==> src/rtl/pipeline_hazard_ctrl.sv <==
// Pipeline sequencing controller: drives the four inter-stage latch commands and
// the PC enable from cache, hazard, redirect and halt conditions.
module pipeline_hazard_ctrl #(
  parameter int CNT_W = 16
) (
  input  logic             CLK,
  input  logic             nRST,
  input  logic             ihit,
  input  logic             dhit,
  input  logic             dmemREN_mem,
  input  logic             dmemWEN_mem,
  input  logic             redirect_ex,
  input  logic             MemRead_ex,
  input  logic [4:0]       regWSEL_ex,
  input  logic [4:0]       rs_id,
  input  logic [4:0]       rt_id,
  input  logic             uses_rt_id,
  input  logic             halt_wb,
  output logic [1:0]       fd_state,
  output logic [1:0]       de_state,
  output logic [1:0]       em_state,
  output logic [1:0]       mw_state,
  output logic             pc_en,
  output logic             halted,
  output logic [CNT_W-1:0] stall_cnt,
  output logic [CNT_W-1:0] flush_cnt
);

  localparam logic [1:0] PIPE_ENABLE = 2'd0;
  localparam logic [1:0] PIPE_STALL  = 2'd1;
  localparam logic [1:0] PIPE_NOP    = 2'd2;

  typedef enum logic [1:0] {RUN = 2'd0, DWAIT = 2'd1, HALT = 2'd2} state_e;

  state_e           state_q, state_d;
  logic             halted_q;
  logic [CNT_W-1:0] stall_cnt_q, flush_cnt_q;

  logic dmem_stall, load_use, in_halt, flush_act;

  assign dmem_stall = (dmemREN_mem | dmemWEN_mem) & ~dhit;
  assign load_use   = MemRead_ex & (regWSEL_ex != 5'd0) &
                      ((regWSEL_ex == rs_id) | (uses_rt_id & (regWSEL_ex == rt_id)));
  assign in_halt    = (state_q == HALT) | halt_wb;
  assign flush_act  = ~in_halt & ~dmem_stall & ihit & redirect_ex;

  // Priority chain: halt, data wait, fetch miss, redirect, load-use, run.
  always_comb begin
    fd_state = PIPE_ENABLE;
    de_state = PIPE_ENABLE;
    em_state = PIPE_ENABLE;
    mw_state = PIPE_ENABLE;
    pc_en    = 1'b1;
    if (in_halt) begin
      fd_state = PIPE_STALL;
      de_state = PIPE_STALL;
      em_state = PIPE_STALL;
      mw_state = PIPE_STALL;
      pc_en    = 1'b0;
    end else if (dmem_stall) begin
      fd_state = PIPE_STALL;
      de_state = PIPE_STALL;
      em_state = PIPE_STALL;
      mw_state = PIPE_NOP;
      pc_en    = 1'b0;
    end else if (!ihit) begin
      // MEM retires while EX (and any branch in it) is held for re-evaluation.
      fd_state = PIPE_STALL;
      de_state = PIPE_STALL;
      em_state = PIPE_NOP;
      pc_en    = 1'b0;
    end else if (redirect_ex) begin
      fd_state = PIPE_NOP;
      de_state = PIPE_NOP;
    end else if (load_use) begin
      fd_state = PIPE_STALL;
      de_state = PIPE_NOP;
      pc_en    = 1'b0;
    end
  end

  always_comb begin
    state_d = state_q;
    if (halt_wb) state_d = HALT;
    else begin
      case (state_q)
        RUN:     if (dmem_stall) state_d = DWAIT;
        DWAIT:   if (dhit) state_d = RUN;
        default: state_d = HALT;
      endcase
    end
  end

  always_ff @(posedge CLK or negedge nRST) begin
    if (!nRST) begin
      state_q     <= RUN;
      halted_q    <= 1'b0;
      stall_cnt_q <= '0;
      flush_cnt_q <= '0;
    end else begin
      state_q  <= state_d;
      halted_q <= halted_q | halt_wb;
      if (!pc_en && !in_halt && (stall_cnt_q != '1)) stall_cnt_q <= stall_cnt_q + 1'b1;
      if (flush_act && (flush_cnt_q != '1))          flush_cnt_q <= flush_cnt_q + 1'b1;
    end
  end

  assign halted    = halted_q;
  assign stall_cnt = stall_cnt_q;
  assign flush_cnt = flush_cnt_q;

endmodule

==> config.mk <==
export PLATFORM = sky130hd
export DESIGN_NAME = pipeline_hazard_ctrl
export DESIGN_NICKNAME = d
export VERILOG_FILES = /design/src/rtl/pipeline_hazard_ctrl.sv
export SDC_FILE = /design/constraint.sdc
export NUM_CORES = 1
export LEC_CHECK = 0
export ABC_AREA = 1
export BUFFER_PORTS_ARGS = -buffer_cell sky130_fd_sc_hd__clkbuf_2
export CAP_MARGIN = 20
export CORE_ASPECT_RATIO = 1.5
export CORE_MARGIN = 4
export CORE_UTILIZATION = 40
export DETAILED_ROUTE_END_ITERATION = 12
export GPL_TIMING_DRIVEN = 0
export PLACE_DENSITY = 0.62
export SYNTH_ARGS = -nofsm -noshare
export SYNTH_HDL_FRONTEND = slang
export SYNTH_SLANG_ARGS = --single-unit
==> constraint.sdc <==
create_clock -name CLK -period 2.7 [get_ports CLK]
set_input_delay 0.135 -clock CLK [delete_from_list [all_inputs] [get_ports CLK]]
set_output_delay 0.135 -clock CLK [all_outputs]
set_load 0.005 [all_outputs]
Word-level counts from Yosys, hierarchy flattened
Cells that the tools add are included.

Mux-type cells: 24. Eq/ne operators: 8. Reduce and logical (&&, ||, !) cells: 8. Add/subtract/negate cells: 2. Bitwise operators: 14.

Operators with widths (number): $mux W2 (17); $add A16 B1 Y16 const B (2); $ne A16 B16 Y1 const B (2); $eq A5 B5 Y1 (2); $and A1 B1 Y1 (7); $mux W1 (6); $ne A3 B3 Y1 const B (2); $reduce_bool A5 Y1 (1); $or A1 B1 Y1 (4); $pmux W2 S2 (1); $logic_and A1 B1 Y1 (3); $not A1 Y1 (3); $eq A2 B1 Y1 const B (1); $eq A2 B2 Y1 const B (1); $logic_not A1 Y1 (2); $logic_not A2 Y1 (1); $reduce_and A2 Y1 (1).

Output and inout port bits: 42. Input bits: 25. Register bits: 35. Logic and storage cells: 60.

Longest topological paths before layout
Gate-level depths: netlist of the first run.

Depth after elaboration: 12. Depth in mapped cells: 12. Gate-level depth less buffers: 11.

Worst setup path after synthesis of the first run
No wires, ideal clock.

Path type: flip-flop to flip-flop. Start: register stall_cnt_q[0] (netlist: stall_cnt[0]). End: register stall_cnt_q[12] (netlist: stall_cnt[12]). Library setup time: 0.117 ns. Required time: 2.583 ns. Path buffers: 1. Clock period less this slack: 1.627 ns. Slack: 1.073 ns. Arrival: 1.510 ns. Stages on the path, launching flop included: 10. Cell sequence: dfrtp_1 -> ha_1 -> inv_1 -> nor2_4 -> nand2_2 -> nor3_4 -> a31oi_4 -> buf_2 -> nand3_1 -> nand2_1.

Longest elaborated chain between the ends: 2. Elaborated cells on any way between the ends: 3. Those cells by class: 1 x add/sub; 1 x eq/ne; 1 x reduce/logical.

RTL lines: start, declared (line 37) `logic [CNT_W-1:0] stall_cnt_q, flush_cnt_q;`; start signal, assigned (line 103) `if (!pc_en && !in_halt && (stall_cnt_q != '1)) stall_cnt_q <= stall_cnt_q + 1'b1;`; parallel branches: the longest is 2 deep, another holds $add A16 B1 Y16.

Several ways; the timed one is not identified. A chain may end at the register's enable or synchronous reset.

Worst setup path after layout of the first run
Start: register flush_cnt_q[0] (netlist: flush_cnt[0]). End: register flush_cnt_q[6] (netlist: flush_cnt[6]).

Longest elaborated chain between the ends: 2. Elaborated cells on any way between the ends: 3. Those cells by class: 1 x add/sub; 1 x eq/ne; 1 x reduce/logical.

RTL lines: start, declared (line 37); start signal, assigned (line 104) `if (flush_act && (flush_cnt_q != '1)) flush_cnt_q <= flush_cnt_q + 1'b1;`; parallel branches: the longest is 2 deep, another holds $add A16 B1 Y16.

Several ways; the timed one is not identified.

==> results.txt, run 1 <==
----------------------------------------------------
[Die]
  Y dimension of the die ... 99.90 µm
  Total die area ... 6920 µm²
  Top-Level Pins ... 67
  Row cnt ... 33
  Width of the die ... 69.27 µm
  Floorplan Core Area ... 5450 µm²
  Effective utilization at floorplan ... 0.4132

[Synthesis]
  Count of distinct cell types in the synthesized netlist ... 27
  Leading cell types by total area after synthesis ... sky130_fd_sc_hd__dfrtp_1 39%, sky130_fd_sc_hd__nand2_1 18%, sky130_fd_sc_hd__nand3_1 7.8%
  Syn nets ... 338
  Mean instance size in the synthesized netlist ... 7.242 µm²
  Flip-flop and latch count after synthesis ... 35
  Area of the mapped netlist ... 2252 µm²
  EDFF count, synth ... 0
  Number of standard cells after synthesis ... 311
  Share of Yosys cell area claimed by the top area cell type ... 0.3889
  Share of synthesized flip-flops with an asynchronous set or reset ... 1.000
  Seq/Total Area, Yosys ... 0.3889
  Synth warnings ... 0
  Top flip-flop cell by instance count after synthesis ... sky130_fd_sc_hd__dfrtp_1
  Top cell type by total area after synthesis ... sky130_fd_sc_hd__dfrtp_1

[Power]
  Leak pwr ... 1.531 nW
  Combinational share of power ... 0.085
  Clock power frac ... 0.373
  Power per cell area ... 357.2 nW/µm²
  Sequential share of power ... 0.542
  Final total power ... 986.3 µW
  Net switching power figure ... 241.8 µW
  Sw Ratio ... 0.2451
  Max rail drop VDD ... 0.0002241 V
  Internal power of the cells ... 744.5 µW

[Timing]
  Number of failing setup endpoints in the final timing report ... 0
  Max Freq ... 547.7 MHz
  Clk_skew ... 0.007992 ns
  Total Neg Setup Slack ... 0 ns
  Final hold violations ... 0
  Post-layout min period ... 1.826 ns
  Slew Limit Headroom ... 0.4151
  Final period utilization ... 0.6762
  Max-slew violation total from the final report ... 0
  Setup repair after global routing missed its margin ... false
  Actual transition at the worst max-transition pin ... 0.8774 ns

[Finish]
  Most used cells in the layout excluding fill and tap cells ... 107 x sky130_fd_sc_hd__nand2_1, 66 x sky130_fd_sc_hd__clkbuf_2, 35 x sky130_fd_sc_hd__nand3_1, 35 x sky130_fd_sc_hd__dfrtp_1
  Ant diodes ... 0
  Number of filler instances in the final layout ... 573
  Area growth from synthesis to layout ... 22.61%
  Most common library cell in the layout ignoring fill and taps ... sky130_fd_sc_hd__nand2_1
  Fraction of layout instances using a drive strength above 1 ... 0.2383
  Total number of nets in the final design ... 412

[Placed design]
  Estimated wirelength of the detail-placed design ... 4096 µm
  Final estimated routing congestion in global placement ... 0.8406
  Number of port buffers ... 66

[Worst setup path]
  Critical Path Start Type ... flip-flop
  Critical path endpoint category ... flip-flop
  Slowest CP cell ... sky130_fd_sc_hd__dfrtp_1
  Crit-path cells ... ha_1 -> nand3_1 -> nor2_1 -> nand3_1 -> nand2_2 -> clkinv_1 -> nand2_1 -> xor2_1
  Critical Path AT ... 2.04 ns
  Type of the worst setup path ... flip-flop to flip-flop
  Critical Path Max Stage Delay ... 0.41 ns
  Critical path required time ... 2.91 ns
  Most numerous cell on the critical path ... sky130_fd_sc_hd__nand3_1
  Worst-path maximum fanout ... 9

[Clock network]
  Master cell of the clock root buffer ... sky130_fd_sc_hd__clkbuf_8
  Number of hold buffers added after cts ... 1
  Clock Pin Slew Worst Setup and Hold Paths ... 0.07 ns
  Maximum level of the CTS H-tree ... 2
  CTS Sinks ... 35
  TritonCTS clock tree ... yes
  Clock network latency to the later pin of the worst-skew pair ... 0.29 ns
  Clock buffers created by TritonCTS ... 5
  Worst-case clock buffer depth ... 2
  Postcts setup bufs ... 0
  CTS-repair resized insts ... 0

[Global route]
  Wire length of the first global-routing pass ... 8949 µm
  Via count of the first global-routing pass ... 2065
  Maximum number of pins on one net before global-route repair ... 36
  Overflow after GRT ... 0
  Antenna violations before repair ... 0
  Overall routing resource usage ... 0.1577

[Routing]
  Per-cell via count in the routed design ... 4.645
  Number of iterations in the first detailed-routing pass ... 4
  Residual DRC ... 0
  Final routed wirelength across all metal layers ... 5228 µm
  Count of routing violations after the opening detailed-route iteration ... 54
  Number of vias in the routed layout ... 2118
  Avg WL per Cell ... 11.46 µm
  Antenna Violating Nets Remaining ... 0

[Min path]
  Classification of the worst-slack hold path ... input port to flip-flop

[Run]
  Max_cap viols ... 0

[Run status]
  Result of the run ... finished clean

----------------------------------------------------
[logic make-up after synthesis]
logic type      synth area share
xor+xnor                  0.1128
fa+ha+maj                0.01111
simple gates              0.3806
flops                     0.3889
buf+inv                  0.07611
compound gates           0.03055
[power by group through the flow]
stage	clock network (mW)	registers (mW)	logic, mW
after floorplan	0	0.545	0.0382
after global placement	0	0.545	0.0832
after detailed placement	0	0.545	0.0847
after CTS	0.380	0.535	0.0863
after global routing	0.408	0.535	0.0967
final	0.368	0.535	0.0836
[final timing paths]
| path | from | end | slack (ns) | depth (start not counted) |
|---|---|---|---|---|
| max in group asynchronous | nRST | flush_cnt[14] | 1.65 | 2 |
| min | dhit | state_q[0] | 0.02 | 2 |
| max reg2reg | flush_cnt[0] | flush_cnt[6] | 0.87 | 8 |
| min reg2reg | halted | halted | 0.48 | 1 |
| min in group asynchronous | nRST | flush_cnt[6] | 0.49 | 2 |
| max | flush_cnt[0] | flush_cnt[6] | 0.87 | 8 |
[per-stage QoR]
| step | worst slack, ns | util | hold WS (ns) | cell area, µm² | cells |
|---|---|---|---|---|---|
| 6_report | 0.8743 | 0.5067 | 0.02018 | 2761 | 456 |
| 3_5_place_dp | 0.8755 | 0.4899 | 0.3036 | 2670 | 447 |
| 3_3_place_gp | 0.8858 | 0.4899 | 0.3039 | 2670 | 447 |
| 2_1_floorplan | 1.073 | - | -0.1606 | 2252 | 311 |
| 4_1_cts | 0.8516 | 0.5067 | 0.02009 | 2761 | 456 |
| 5_1_grt | 0.6518 | 0.5067 | 0.03170 | 2761 | 456 |
[critical path, delay by kind of cell (launching register included)]
kind / cells / cell delay (ns)
AND/OR/NAND/NOR: 5 / 0.71
flip-flops: 1 / 0.41
buffers and inverters: 1 / 0.27
adder cells (fa/ha/maj): 1 / 0.20
XOR/XNOR: 1 / 0.15
[layout make-up]
| class | instances | area, µm² | area share |
|---|---|---|---|
| buffer | 5 | 40.04 | 0.01450 |
| clock buffer | 7 | 76.32 | 0.02764 |
| clock inverter | 1 | 5.005 | 0.001812 |
| inverter | 35 | 131.4 | 0.04758 |
| multi-input combinational | 236 | 1205 | 0.4363 |
| sequential | 35 | 875.8 | 0.3172 |
| tap | 70 | 87.58 | 0.03172 |
| timing repair buffer | 67 | 340.3 | 0.1232 |
[synth_stat cells (2+ instances only)]
master / number
sky130_fd_sc_hd__buf_2: 2
sky130_fd_sc_hd__buf_6: 2
sky130_fd_sc_hd__dfrtp_1: 35
sky130_fd_sc_hd__ha_1: 2
sky130_fd_sc_hd__inv_1: 34
sky130_fd_sc_hd__nand2_1: 107
sky130_fd_sc_hd__nand2_2: 4
sky130_fd_sc_hd__nand3_1: 35
sky130_fd_sc_hd__nand4_1: 3
sky130_fd_sc_hd__nor2_1: 34
sky130_fd_sc_hd__nor2_2: 2
sky130_fd_sc_hd__nor3_1: 6
sky130_fd_sc_hd__o21ai_0: 3
sky130_fd_sc_hd__or2_2: 2
sky130_fd_sc_hd__xnor2_1: 14
sky130_fd_sc_hd__xor2_1: 15
[registers in the layout (all words and copies together) (netlist names)]
signal	count
flush_cnt	16
halted	1
stall_cnt	16
state_q	2
[routing by layer]
metal / vias to the layer above / GRT usage / share of wire
met4: 0 / 0.06015 / 0.020
met1: 951 / 0.1729 / 0.41
met5: - / 0 / 0
met2: 48 / 0.2926 / 0.52
met3: 10 / 0.03607 / 0.047
li1: 1109 / - / -
Note: power is estimated with default switching activity, not from simulation.
==> run 2, diff against run 1 <==
--- a/config.mk
+++ b/config.mk
@@ -13,7 +13,7 @@
 export CORE_UTILIZATION = 40
 export DETAILED_ROUTE_END_ITERATION = 12
 export GPL_TIMING_DRIVEN = 0
-export PLACE_DENSITY = 0.62
+export PLACE_DENSITY = 0.65
 export SYNTH_ARGS = -nofsm -noshare
 export SYNTH_HDL_FRONTEND = slang
 export SYNTH_SLANG_ARGS = --single-unit
==> constraint.sdc (replaced) <==
create_clock -name CLK -period 1.5 [get_ports CLK]
set_input_delay 0.075 -clock CLK [delete_from_list [all_inputs] [get_ports CLK]]
set_output_delay 0.075 -clock CLK [all_outputs]
set_load 0.005 [all_outputs]
==> results.txt, run 2 (same netlist as run 1, synthesis figures left out) <==
----------------------------------------------------
[Die]
  Total die area ... 6920 µm²
  Effective utilization at floorplan ... 0.4132
  Width of the die ... 69.27 µm
  Y dimension of the die ... 99.90 µm
  Row cnt ... 33
  Top-Level Pins ... 67
  Floorplan Core Area ... 5450 µm²

[Worst setup path]
  Type of the worst setup path ... flip-flop to flip-flop
  Critical path startpoint ... stall_cnt[1]
  Critical path endpoint category ... flip-flop
  Critical path endpoint ... stall_cnt[11]
  Worst reg2reg setup slack ... -0.13 ns
  R2R Path Start ... stall_cnt[1]
  Worst-path maximum fanout ... 5
  Critical path required time ... 1.67 ns
  Critical Path Start Type ... flip-flop
  Cell depth of the worst flop-to-flop path ... 10
  Terminus of the critical flop-to-flop path ... stall_cnt[11]
  Critical Path AT ... 1.80 ns

[Timing]
  Max-slew violation total from the final report ... 0
  Slew Limit Headroom ... 0.4178
  Number of failing setup endpoints in the final timing report ... 16
  Actual transition at the worst max-transition pin ... 0.8732 ns
  Clk_skew ... 0.005209 ns
  Final period utilization ... 1.085
  Post-layout min period ... 1.627 ns
  Min setup slack post-route ... -0.1270 ns
  Max Freq ... 614.6 MHz
  Final hold violations ... 0
  Setup repair after global routing missed its margin ... true

[Finish]
  Ant diodes ... 0
  Area growth from synthesis to layout ... 39.94%
  Most used cells in the layout excluding fill and tap cells ... 92 x sky130_fd_sc_hd__nand2_1, 64 x sky130_fd_sc_hd__clkbuf_2, 32 x sky130_fd_sc_hd__nand3_1, 31 x sky130_fd_sc_hd__inv_1
  Total number of nets in the final design ... 437
  Most common library cell in the layout ignoring fill and taps ... sky130_fd_sc_hd__nand2_1
  Fraction of layout instances using a drive strength above 1 ... 0.3723
  Utilization after layout ... 0.5783
  Cell Count, Final, Fillers Out ... 481

[Run status]
  Violated checks ... negative setup slack
  Result of the run ... finished with violations

[Clock network]
  CTS Sinks ... 35
  Master cell of the clock root buffer ... sky130_fd_sc_hd__clkbuf_8
  TritonCTS clock tree ... yes
  Clock buffers created by TritonCTS ... 5
  Clock network latency to the later pin of the worst-skew pair ... 0.28 ns
  Clock Pin Slew Worst Setup and Hold Paths ... 0.07 ns
  Maximum level of the CTS H-tree ... 2
  Worst-case clock buffer depth ... 2

[Placed design]
  Placed cells ... 447
  Final estimated routing congestion in global placement ... 0.8779
  Number of port buffers ... 66
  Estimated wirelength of the detail-placed design ... 4100 µm

[Routing]
  Number of vias in the routed layout ... 2279
  Final routed wirelength across all metal layers ... 5783 µm
  Count of routing violations after the opening detailed-route iteration ... 62
  Antenna Violating Nets Remaining ... 0
  Per-cell via count in the routed design ... 4.738
  Number of iterations in the first detailed-routing pass ... 4
  Avg WL per Cell ... 12.02 µm
  Residual DRC ... 0

[Global route]
  Antenna violations before repair ... 0
  Overflow after GRT ... 0
  Wire length of the first global-routing pass ... 9494 µm
  Via count of the first global-routing pass ... 2180
  Overall routing resource usage ... 0.1673
  Maximum number of pins on one net before global-route repair ... 36

[Min path]
  Classification of the worst-slack hold path ... input port to flip-flop
  Hold_sp ... halt_wb

[Power]
  Leak pwr ... 1.696 nW
  Final total power ... 1.795 mW
  Max rail drop VDD ... 0.0004583 V
  Power per cell area ... 569.7 nW/µm²

[Run]
  Max_cap viols ... 0

----------------------------------------------------
==> run 2: changes by cell type in the layout (fill, tap and decap cells not counted), sizes merged <==
cell         delta
buf            +25
dlygate4sd3     +1
clkbuf          -1
==> run 2: power by group <==
group	total (mW)	internal, mW	switching [mW]
clock	0.659	0.326	0.333
combinational	0.176	0.0755	0.100
sequential	0.961	0.952	0.00890
total	1.80	1.35	0.442
==> run 2: per-stage QoR <==
stage / cell area, µm² / worst slack [ns] / hold WS, ns / TNS, ns
floorplan: 2262 / -0.09052 / -0.2206 / -0.8841
global placement: 2680 / -0.2326 / 0.2423 / -4.519
detailed placement: 2680 / -0.2424 / 0.2408 / -4.428
CTS: 2988 / -0.07567 / 0.04265 / -0.8086
global route: 3152 / -0.2182 / 0.06127 / -3.645
finish: 3152 / -0.1270 / 0.05116 / -1.716
==> run 2: worst min path at each step <==
stage                        end  slack [ns]  depth (start not counted)
floorplan           flush_cnt[0]       -0.22                          0
finish                    halted        0.05                          2
global route              halted        0.06                          2
CTS                       halted        0.04                          2
global placement    flush_cnt[8]        0.24                          1
detailed placement  flush_cnt[6]        0.24                          1
==> run 2: cell type report <==
type,count,area [µm²]
well taps,70,87.58
multi-input cells,236,1345
fillers,534,2298
inverters,35,138.9
plain buffers,5,50.05
clock buffers,7,76.32
clock inverters,1,5.005
repair buffers,92,566.8
flip-flops and latches,35,882.1
==> run 2: repair_timing <==
item,in CTS,in global routing
resized for setup,15,37
pin swaps,9,10
setup buffers,19,5
setup endpoints to repair,32,32
hold buffers,2,0
endpoints found under the hold margin,36,0
cloned,1,1
==> run 2: critical path, stage by stage (launching register included) <==
cell                        delay [ns]
sky130_fd_sc_hd__dfrtp_1          0.42
sky130_fd_sc_hd__ha_4             0.19
sky130_fd_sc_hd__inv_4            0.05
sky130_fd_sc_hd__nor2_4           0.03
sky130_fd_sc_hd__nand2_2          0.08
sky130_fd_sc_hd__nor3_4           0.05
sky130_fd_sc_hd__a31oi_4          0.29
sky130_fd_sc_hd__nand2_4          0.12
sky130_fd_sc_hd__clkbuf_16        0.18
sky130_fd_sc_hd__nand2_1          0.05
sky130_fd_sc_hd__nand2_1          0.05
==> run 2: layer usage <==
metal	wire length (µm)	share of wire	vias to the layer above	GRT usage
li1	-	-	1157	-
met1	2291	0.40	1060	0.1864
met2	3171	0.55	56	0.3199
met3	248	0.043	6	0.03006
met4	70	0.012	0	0.04962
met5	0	0	-	0
==> run 3, diff against run 2 <==
--- a/config.mk
+++ b/config.mk
@@ -10,10 +10,11 @@
 export CAP_MARGIN = 20
 export CORE_ASPECT_RATIO = 1.5
 export CORE_MARGIN = 4
-export CORE_UTILIZATION = 40
+export CORE_UTILIZATION = 47
 export DETAILED_ROUTE_END_ITERATION = 12
 export GPL_TIMING_DRIVEN = 0
-export PLACE_DENSITY = 0.65
+export PLACE_DENSITY = 0.75
 export SYNTH_ARGS = -nofsm -noshare
 export SYNTH_HDL_FRONTEND = slang
 export SYNTH_SLANG_ARGS = --single-unit
+export TNS_END_PERCENT = 10
==> results.txt, run 3 (same netlist as run 1, synthesis figures left out) <==
----------------------------------------------------
[Run status]
  Result of the run ... finished with violations
  Violated checks ... negative setup slack

[Clock network]
  Clock buffers created by TritonCTS ... 5
  Worst-case clock buffer depth ... 2
  Clock Pin Slew Worst Setup and Hold Paths ... 0.07 ns
  Clock network latency to the later pin of the worst-skew pair ... 0.29 ns
  Master cell of the clock root buffer ... sky130_fd_sc_hd__clkbuf_8
  TritonCTS clock tree ... yes
  CTS Sinks ... 35
  Maximum level of the CTS H-tree ... 2

[Global route]
  Overall routing resource usage ... 0.2046
  Via count of the first global-routing pass ... 2193
  Overflow after GRT ... 0
  Antenna violations before repair ... 0
  Maximum number of pins on one net before global-route repair ... 36
  Wire length of the first global-routing pass ... 9597 µm

[Worst setup path]
  R2R Path Start ... stall_cnt[1]
  Crit-path cells ... ha_4 -> inv_2 -> nor2_4 -> nand2_4 -> nor3_4 -> a31oi_4 -> nand2_4 -> buf_6 -> nand2_2 -> nand2_2
  Type of the worst setup path ... flip-flop to flip-flop
  Terminus of the critical flop-to-flop path ... stall_cnt[10]
  Critical Path AT ... 1.79 ns
  Critical path endpoint category ... flip-flop
  Critical path endpoint ... stall_cnt[10]
  Critical Path Start Type ... flip-flop
  CP bufs+invs ... 2
  Worst-path maximum fanout ... 5
  Critical Path Max Stage Delay ... 0.41 ns
  Family of cells with the greatest summed delay on the critical path ... flip-flops
  Cell depth of the worst flop-to-flop path ... 10
  Worst reg2reg setup slack ... -0.11 ns
  Stages on worst setup path ... 10
  Critical path startpoint ... stall_cnt[1]
  Critical path required time ... 1.68 ns
  Slowest CP cell ... sky130_fd_sc_hd__dfrtp_1

[Placed design]
  Number of port buffers ... 66
  Placed cells ... 441
  Estimated wirelength of the detail-placed design ... 4136 µm
  Final estimated routing congestion in global placement ... 0.9426

[Timing]
  Total Neg Setup Slack ... -1.565 ns
  Min setup slack post-route ... -0.1078 ns
  Actual transition at the worst max-transition pin ... 0.8823 ns
  Final hold violations ... 0
  Max-slew violation total from the final report ... 0
  Setup repair after global routing missed its margin ... true
  Clk_skew ... 0.006578 ns
  Max Freq ... 622.0 MHz
  Slew Limit Headroom ... 0.4118
  Post-layout min period ... 1.608 ns
  Number of failing setup endpoints in the final timing report ... 16
  Final period utilization ... 1.072

[Power]
  Leak pwr ... 1.688 nW
  Net switching power figure ... 447.3 µW
  Internal power of the cells ... 1.519 mW
  Combinational share of power ... 0.093
  Max rail drop VDD ... 0.0006067 V
  Final total power ... 1.967 mW
  Clock power frac ... 0.418
  Sequential share of power ... 0.489
  Sw Ratio ... 0.2274
  Power per cell area ... 631.2 nW/µm²

[Finish]
  Area growth from synthesis to layout ... 38.33%
  Utilization after layout ... 0.6803
  Fraction of layout instances using a drive strength above 1 ... 0.3521
  Number of filler instances in the final layout ... 397
  Ant diodes ... 0
  Most common library cell in the layout ignoring fill and taps ... sky130_fd_sc_hd__nand2_1
  Most used cells in the layout excluding fill and tap cells ... 97 x sky130_fd_sc_hd__nand2_1, 66 x sky130_fd_sc_hd__clkbuf_2, 33 x sky130_fd_sc_hd__inv_1, 32 x sky130_fd_sc_hd__dfrtp_1, 31 x sky130_fd_sc_hd__nand3_1
  Total number of nets in the final design ... 436
  Cell Count, Final, Fillers Out ... 473

[Routing]
  Final routed wirelength across all metal layers ... 6030 µm
  Antenna Violating Nets Remaining ... 0
  Residual DRC ... 0
  Count of routing violations after the opening detailed-route iteration ... 61
  Per-cell via count in the routed design ... 4.882
  Number of iterations in the first detailed-routing pass ... 5
  Avg WL per Cell ... 12.75 µm
  Number of vias in the routed layout ... 2309

[Min path]
  Classification of the worst-slack hold path ... input port to flip-flop

[Die]
  Top-Level Pins ... 67
  Row cnt ... 30
  Width of the die ... 64.52 µm
  Effective utilization at floorplan ... 0.4918
  Y dimension of the die ... 92.78 µm
  Total die area ... 5986 µm²
  Floorplan Core Area ... 4579 µm²

[Run]
  Max_cap viols ... 0

----------------------------------------------------
[run 3: changes by cell type in the layout (fill, tap and decap cells not counted), sizes merged]
cell / change
clkinv: -1
buf: -2
bufinv: +1
[run 3: worst min-delay path by stage]
| stage | from | end | depth (start not counted) |
|---|---|---|---|
| floorplan | nRST | flush_cnt[0] | 0 |
| global placement | nRST | flush_cnt[2] | 1 |
| detailed placement | nRST | flush_cnt[3] | 1 |
| CTS | halt_wb | halted | 2 |
| global route | halt_wb | halted | 2 |
| finish | halt_wb | halted | 2 |
[run 3: power by group through the flow]
stage / logic [mW] / clock network (mW) / registers [mW]
after floorplan: 0.0690 / 0 / 0.981
after global placement: 0.148 / 0 / 0.981
after detailed placement: 0.153 / 0 / 0.981
after CTS: 0.176 / 0.844 / 0.961
after global routing: 0.207 / 0.893 / 0.962
final: 0.183 / 0.822 / 0.961
[run 3: metrics by stage]
stage | cell area (µm²) | worst slack (ns) | hold WS, ns
after floorplan | 2261 | -0.09052 | -0.2206
after global placement | 2671 | -0.2776 | 0.2353
after detailed placement | 2671 | -0.3259 | 0.2402
after CTS | 3005 | -0.06106 | 0.008064
after global routing | 3115 | -0.1693 | 0.007590
final | 3115 | -0.1078 | 0.01605
[run 3: timing repair]
item,4_1_cts,5_1_grt
hold buffers,2,0
buffers inserted,18,3
setup endpoints to repair,32,30
hold endpoints to repair,36,0
cloned,2,0
pin swaps,11,10
gates resized for setup,16,25
[run 3: layout make-up]
class / instances / area, µm² / area share
multi-input combinational: 236 / 1333 / 0.4277
clock inverter: 1 / 30.03 / 0.009639
buffer: 5 / 46.29 / 0.01486
clock buffer: 6 / 72.57 / 0.02329
sequential: 35 / 879.6 / 0.2823
inverter: 35 / 136.4 / 0.04378
timing repair buffer: 91 / 538.0 / 0.1727
tap: 64 / 80.08 / 0.02570
[run 3: layer usage]
| metal | track usage | up-vias | wire length (µm) |
|---|---|---|---|
| met1 | 0.2149 | 1064 | 2298 |
| li1 | - | 1157 | - |
| met2 | 0.3793 | 68 | 3196 |
| met3 | 0.04490 | 20 | 290 |
| met5 | 0 | - | 0 |
| met4 | 0.09347 | 0 | 244 |
